--- config.mk ---
export PLATFORM = sky130hd
export DESIGN_NAME = bsg_fifo_1r1w_sf_packet_writer
export DESIGN_NICKNAME = d
export VERILOG_FILES = /design/src/rtl/bsg_fifo_1r1w_sf_packet_writer.sv
export SDC_FILE = /design/constraint.sdc
export NUM_CORES = 1
export LEC_CHECK = 0
export CAP_MARGIN = 20
export CORE_MARGIN = 2
export CORE_UTILIZATION = 35
export DETAILED_ROUTE_END_ITERATION = 6
export GPL_TIMING_DRIVEN = 0
export PLACE_DENSITY_LB_ADDON = 0.08
export REMOVE_ABC_BUFFERS = 1
export SLEW_MARGIN = 20
export SYNTH_ARGS = -nofsm -noshare
export SYNTH_HDL_FRONTEND = slang
export SYNTH_SLANG_ARGS = --single-unit
--- constraint.sdc ---
create_clock -name clk_i -period 1.8 [get_ports clk_i]
set_input_delay 0.36 -clock clk_i [delete_from_list [all_inputs] [get_ports clk_i]]
set_output_delay 0.36 -clock clk_i [all_outputs]
set_load 0.05 [all_outputs]
--- src/rtl/bsg_fifo_1r1w_sf_packet_writer.sv ---
// bsg_fifo_1r1w_sf_packet_writer
//
// Producer-side front end for a 1r1w store-and-forward FIFO. Every beat of
// an incoming packet is written into the FIFO's speculative region as it
// arrives. Each packet is validated by an additive checksum carried in its
// final beat, by upstream error flags, and by a length limit. Exactly one
// commit pulse follows each packet, qualified with a drop flag, so only
// good packets ever become visible at the FIFO read port.
//
// Ports:
//   clk_i               clock
//   reset_n_i           synchronous active-low reset
//   data_i/v_i          upstream beat and valid
//   last_i              beat is the final (checksum) beat of the packet
//   err_i               beat is marked corrupt by upstream
//   ready_o             upstream ready; a beat transfers on v_i & ready_o
//   fifo_data_o/fifo_v_o  FIFO write data and valid
//   fifo_ready_i        FIFO write ready
//   fifo_commit_v_o     one-cycle commit pulse
//   fifo_commit_drop_o  commit qualifier, 1 = discard the speculative packet
//   ok_count_o          saturating count of committed good packets
//   drop_count_o        saturating count of dropped packets

module bsg_fifo_1r1w_sf_packet_writer #(
    parameter int width_p     = 8,
    parameter int max_beats_p = 4,
    parameter int cnt_width_p = 16
) (
    input  logic                   clk_i,
    input  logic                   reset_n_i,
    input  logic [width_p-1:0]     data_i,
    input  logic                   v_i,
    input  logic                   last_i,
    input  logic                   err_i,
    output logic                   ready_o,
    output logic [width_p-1:0]     fifo_data_o,
    output logic                   fifo_v_o,
    input  logic                   fifo_ready_i,
    output logic                   fifo_commit_v_o,
    output logic                   fifo_commit_drop_o,
    output logic [cnt_width_p-1:0] ok_count_o,
    output logic [cnt_width_p-1:0] drop_count_o
);

    localparam int CountWidth = $clog2(max_beats_p + 1);

    typedef enum logic [1:0] {
        RECV,
        COMMIT,
        DISCARD
    } state_t;

    state_t                  r_state;
    state_t                  r_nextState;
    state_t                  w_stateNext;
    logic [CountWidth-1:0]   r_count;
    logic [width_p-1:0]      r_sum;
    logic                    r_bad;
    logic                    r_drop;
    logic [cnt_width_p-1:0]  r_okCount;
    logic [cnt_width_p-1:0]  r_dropCount;

    logic                    w_accept;
    logic [CountWidth-1:0]   w_countInc;
    logic                    w_overlong;

    // The data path is a straight wire; only the handshake is gated by state.
    assign fifo_data_o  = data_i;
    assign ok_count_o   = r_okCount;
    assign drop_count_o = r_dropCount;

    assign w_accept   = (r_state == RECV) && v_i && fifo_ready_i;
    assign w_countInc = r_count + 1'b1;
    assign w_overlong = (w_countInc == CountWidth'(max_beats_p));

    // Next-state and handshake outputs. The checksum beat and the
    // max_beats_p-th non-last beat both lead to a single COMMIT cycle.
    always_comb begin
        w_stateNext        = r_state;
        ready_o            = 1'b0;
        fifo_v_o           = 1'b0;
        fifo_commit_v_o    = 1'b0;
        fifo_commit_drop_o = 1'b0;
        case (r_state)
            RECV: begin
                ready_o  = fifo_ready_i;
                fifo_v_o = v_i;
                if (w_accept && (last_i || w_overlong)) begin
                    w_stateNext = COMMIT;
                end
            end
            COMMIT: begin
                fifo_commit_v_o    = 1'b1;
                fifo_commit_drop_o = r_drop;
                w_stateNext        = r_nextState;
            end
            DISCARD: begin
                // Tail of an overlong packet is swallowed without FIFO writes.
                ready_o = 1'b1;
                if (v_i && last_i) begin
                    w_stateNext = RECV;
                end
            end
            default: begin
                w_stateNext = RECV;
            end
        endcase
    end

    // State register.
    always_ff @(posedge clk_i) begin
        if (!reset_n_i) begin
            r_state <= RECV;
        end else begin
            r_state <= w_stateNext;
        end
    end

    // Packet bookkeeping: running sum, beat count, bad/drop flags and the
    // state to resume after the commit cycle.
    always_ff @(posedge clk_i) begin
        if (!reset_n_i) begin
            r_count     <= '0;
            r_sum       <= '0;
            r_bad       <= 1'b0;
            r_drop      <= 1'b0;
            r_nextState <= RECV;
        end else if (w_accept) begin
            if (last_i) begin
                // The checksum beat is compared, never accumulated.
                r_drop      <= r_bad | err_i | (data_i != r_sum);
                r_nextState <= RECV;
            end else begin
                r_sum   <= r_sum + data_i;
                r_count <= w_countInc;
                r_bad   <= r_bad | err_i;
                if (w_overlong) begin
                    r_drop      <= 1'b1;
                    r_nextState <= DISCARD;
                end
            end
        end else if (r_state == COMMIT) begin
            r_count <= '0;
            r_sum   <= '0;
            r_bad   <= 1'b0;
        end
    end

    // Saturating statistics, bumped at the edge that closes the commit cycle.
    always_ff @(posedge clk_i) begin
        if (!reset_n_i) begin
            r_okCount   <= '0;
            r_dropCount <= '0;
        end else if (r_state == COMMIT) begin
            if (r_drop) begin
                if (r_dropCount != {cnt_width_p{1'b1}}) begin
                    r_dropCount <= r_dropCount + 1'b1;
                end
            end else begin
                if (r_okCount != {cnt_width_p{1'b1}}) begin
                    r_okCount <= r_okCount + 1'b1;
                end
            end
        end
    end

endmodule

# Yosys cells after proc, flatten, opt, wreduce, memory -nomap -nowiden
# Cells that the tools add are included.
totals:
  register_bits: 49
  wordCells: 57
  out_inout_bits: 44
  inputBits: 14
op_classes:
  bitwise: 3
  eq_ne: 9
  n_addsub: 4
  n_reduce_logical: 13
  n_mux: 20
op_table:
  columns: ["op", "count"]
  rows:
  - ["$add A16 B1 Y16 const B", 2]
  - ["$ne A16 B16 Y1 const B", 2]
  - ["$mux W8", 3]
  - ["$mux W3", 3]
  - ["$add A8 B8 Y8", 1]
  - ["$mux W1", 8]
  - ["$mux W2", 4]
  - ["$ne A8 B8 Y1", 1]
  - ["$pmux W2 S3", 1]
  - ["$reduce_and A2 Y1", 3]
  - ["$reduce_and A3 Y1", 2]
  - ["$logic_and A1 B1 Y1", 4]
  - ["$ne A2 B2 Y1 const B", 2]
  - ["$reduce_bool A2 Y1", 2]
  - ["$add A3 B1 Y3 const B", 1]
  - ["$eq A3 B3 Y1 const B", 1]
  - ["$eq A2 B1 Y1 const B", 1]
  - ["$eq A2 B2 Y1 const B", 1]
  - ["$logic_not A2 Y1", 1]
  - ["$ne A2 B1 Y1 const B", 1]
  - ["$or A1 B1 Y1", 2]
  - ["$pmux W1 S2", 1]
  - ["$logic_or A1 B1 Y1", 1]
  - ["$not A1 Y1", 1]

# Logic depth before layout (Yosys ltp)
depth:
  ltp_word: 6
  ltp_mapped: 8
  depth_no_buf: 8

# Worst setup path after synthesis
# OpenSTA, ideal clock, no wires.
synth_timing:
  path_type: "register -> register"
  from: "reg r_okCount[7] (netlist: ok_count_o[7])"
  to: "reg r_okCount[13] (netlist: ok_count_o[13])"
  path_buffers: 0
  required_ns: 1.730
  setup_slack_ns: -0.542
  period_less_slack_ns: 2.342
  setup_time_ns: 0.070
  arrival_ns: 2.271
  stages_incl_launch_ff: 6
  cell_sequence: "dfxtp_1 nand4_2 or3_4 or4b_4 or3_1 a21oi_1"
synth_between:
  elab_chain_len: 2
  elab_cells_between_ends: 3
  cone_classes: "1 x add/sub; 1 x eq/ne; 1 x reduce/logical"
synth_rtl:
  columns: ["element", "line_no", "text"]
  rows:
  - ["from (decl)", "60", "logic [cnt_width_p-1:0] r_okCount;"]
  - ["from (signal assigned)", "161", "r_okCount <= r_okCount + 1'b1;"]
  - ["branches (longest 2 deep; another with $add A16 B1 Y16)", null, null]
# Several ways; the timed one is not identified.
# A chain may end at the register's enable or synchronous reset.

# Worst setup path in the final report
layout_timing:
  from: "reg r_okCount[6] (netlist: ok_count_o[6])"
  to: "reg r_okCount[13] (netlist: ok_count_o[13])"
# The elaborated chain is that of the path after synthesis.

==> results.cfg <==
[grt]
grt_start_max_net_pins = 47
gr-usage-met3_pct = 3.34
grt_pass1_vias = 2230
grt_util_all_layers_pct = 15.7
met1_usage_pct = 20.8
met2_usage_pct = 26.3
antenna_found_initial = 0
grt.busiest_layer = met2
grt_pass1_wl_um = 10600
grt_overflow = 0

[layout]
layout.nets = 408
stdcell_count = 481
fin_util_pct = 52.7
drive_above_1_share_pct = 25.7
syn2layout_area_growth_pct = 45.8
fill_cells = 714
diodes = 0
multi_input_area_sq_um = 1840
seqCellArea_sq_um = 1010

[setup_path]
crit_type = reg2reg
start_kind = register
ff2ff_setup_slack_ps = -150
cp_max_fo = 4
worstPathRequired_ps = 2030
endpoint_kind = register
critPathArrivalTime_ps = 2180
crit-reg2reg-launch = ok_count_o[6]
startpoint = ok_count_o[6]

[clocking]
numCtsBuffers = 5
cts_root_buf = clkbuf_8
clockBufferDepth = 2
tritoncts = done
clk_pin_slew_ps = 90
worstSkewPairLatency_ps = 300
cts-hold-fix-buffers = 0
htree_levels = 2
cts.sinks = 48

[synth]
muxShareOfSynthArea_pct = 1.15
synth-edff-count = 0
postSynth.asyncResetShare_pct = 0
synth_top_family_by_area = simple AND/OR/NAND/NOR gates
ys_types = 44
ys_seq_area_share_pct = 36.9
synth_top_area_share_pct = 36.9
ys_warn_count = 0
synth_largest_area_cell = dfxtp_1
synth-seq-cells = 48
avgSynthCellArea_sq_um = 8.43
synth-simple-area-share_pct = 28.7
syn-instance-count = 309
synth_area_sq_um = 2610
synth-compound-area-share_pct = 11.9
synthXorXnorAreaFrac_pct = 10.4
synthAdderAreaFrac_pct = 6.05
synthTopCellsByCount = 48 x dfxtp_1, 39 x nor2_1, 23 x nand2_1, 21 x xnor2_1, 20 x a21oi_1
synth.area.top_cells = dfxtp_1 37%, xnor2_1 7.1%, nor2_1 5.6%, ha_1 5.3%, a21oi_1 3.8%
synth_flop_cell = dfxtp_1
yosysMostFrequentCell = dfxtp_1

[floorplanning]
num_rows = 31
core_area_sq_um = 7210
die-width_um = 90.3
die_area_sq_um = 8150
start_util_pct = 36.1
ios = 58
die_height_um = 90.3

[outcome]
violations = setup timing
outcome = finished, violations left

[min_path]
worstHoldPathType = reg2reg
hp-start = r_sum[2]

[sta]
finalSetupViolations = 3
max_freq_mhz = 514
setup_ws_ps = -147
fin_skew_ps = 3.88
rsz0062_at_grt = true
tightest_slew_ps = 491
layout_min_cycle_time_ps = 1950
relSlewSlack_pct = 67.0
slew_violations = 0
hold_viol_final = 0
period_share_pct = 108

[power]
powerDensity_nw_per_um2 = 515
ir_drop_mv = 0.250
total_power_w = 0.00196
leakagePower_nw = 1.50

[detailed_routing]
drt_pass1_iterations = 4
vias_per_cell = 5.13
drcViolationCount = 0
vias = 2467
totalWireLength_um = 6680
wl_per_cell_um = 13.9
antenna_left = 0
drt-initial-drc-count = 84

[job]
max_cap_violations = 0

[placed_design]
dp_slack_ps = -925
dp_cells = 448
place_congestion = 0.817
post-dp-hpwl_um = 4190
port-buffer-count = 57
## metal layers
layer / routed length (um) / vias up
li1: - / 1253
met1: 3180 / 1160
met2: 3200 / 48
met3: 236 / 6
met4: 63 / 0
met5: 0 / -
## cell families (layout without fill, tap and decap cells)
kind of cell,after synthesis,after routing
muxes,3,3
xor gates and xnor gates,31,31
and+or+nand+nor,139,140
DFF,48,48
buffers and inverters,26,98
AOI/OAI and AO/OA,50,50
adders and majority gates,12,12
## registers in the layout, summed over array words and instances (netlist names)
register,count
r_sum,8
r_drop,1
r_count,3
r_bad,1
ok_count_o,16
r_nextState,1
r_state,2
drop_count_o,16
## worst max-delay path: stages, from the launching register on
cell and delay (ps):
dfxtp_4 380, nand4_4 100, or3_4 400, or4b_4 560, or3_1 340, a21oi_2 110
## timing repair
item	in CTS	in global routing
cloned	0	1
setup endpoints to repair	83	33
resized for setup	114	40
pin swaps	16	18
setup buffers	17	9
## path summary, 6_finish.rpt
check	end	depth (start not counted)
setup reg to reg	ok_count_o[13]	5
hold reg to reg	r_sum[2]	2
setup / recovery	ok_count_o[13]	5
hold / removal	r_sum[2]	2
## layout make-up
| cell class | count | area share [%] |
|---|---|---|
| multi-input combinational | 236 | 48.4 |
| sequential | 48 | 26.7 |
| timing repair buffer | 82 | 18.7 |
| tap | 99 | 3.26 |
| clock buffer | 6 | 1.91 |
| inverter | 9 | 0.955 |
| clock inverter | 1 | 0.132 |
## where the power goes
part | switching [W] | internal [W] | total, W
combinational | 0.000156 | 0.000107 | 0.000264
clock | 0.000356 | 0.000265 | 0.000621
sequential | 0.0000150 | 0.00106 | 0.00107
## cells in the final DEF (no fill, tap or decap), types with 3 or more instances in the layout
master	count
dlygate4sd2_1	44
nor2_1	37
dfxtp_1	30
buf_4	24
nand2_1	22
xnor2_1	21
a21oi_1	17
nand3_1	16
dfxtp_4	12
xor2_1	10
ha_4	8
nand4_1	7
nor3_1	7
inv_1	6
dfxtp_2	6
clkdlybuf4s50_1	6
a211oi_1	5
o21ai_0	5
clkbuf_8	5
a31oi_1	4
nor2b_1	4
nor4_1	4
nor4_4	3
and2_1	3
nor4_2	3
o2111ai_1	3
mux2i_1	3
and3_1	3
o211ai_1	3
ha_1	3
## metrics by stage
step | hold WS [ps] | instance area [sq um] | setup TNS, ps
6_report | 491 | 3800 | -324
5_1_grt | 507 | 3800 | -765
4_1_cts | 494 | 3570 | -556
3_5_place_dp | 464 | 3210 | -20600
3_3_place_gp | 459 | 3210 | -20590
2_1_floorplan | 447 | 2510 | -7560
Power figures use the tool's default switching activity.
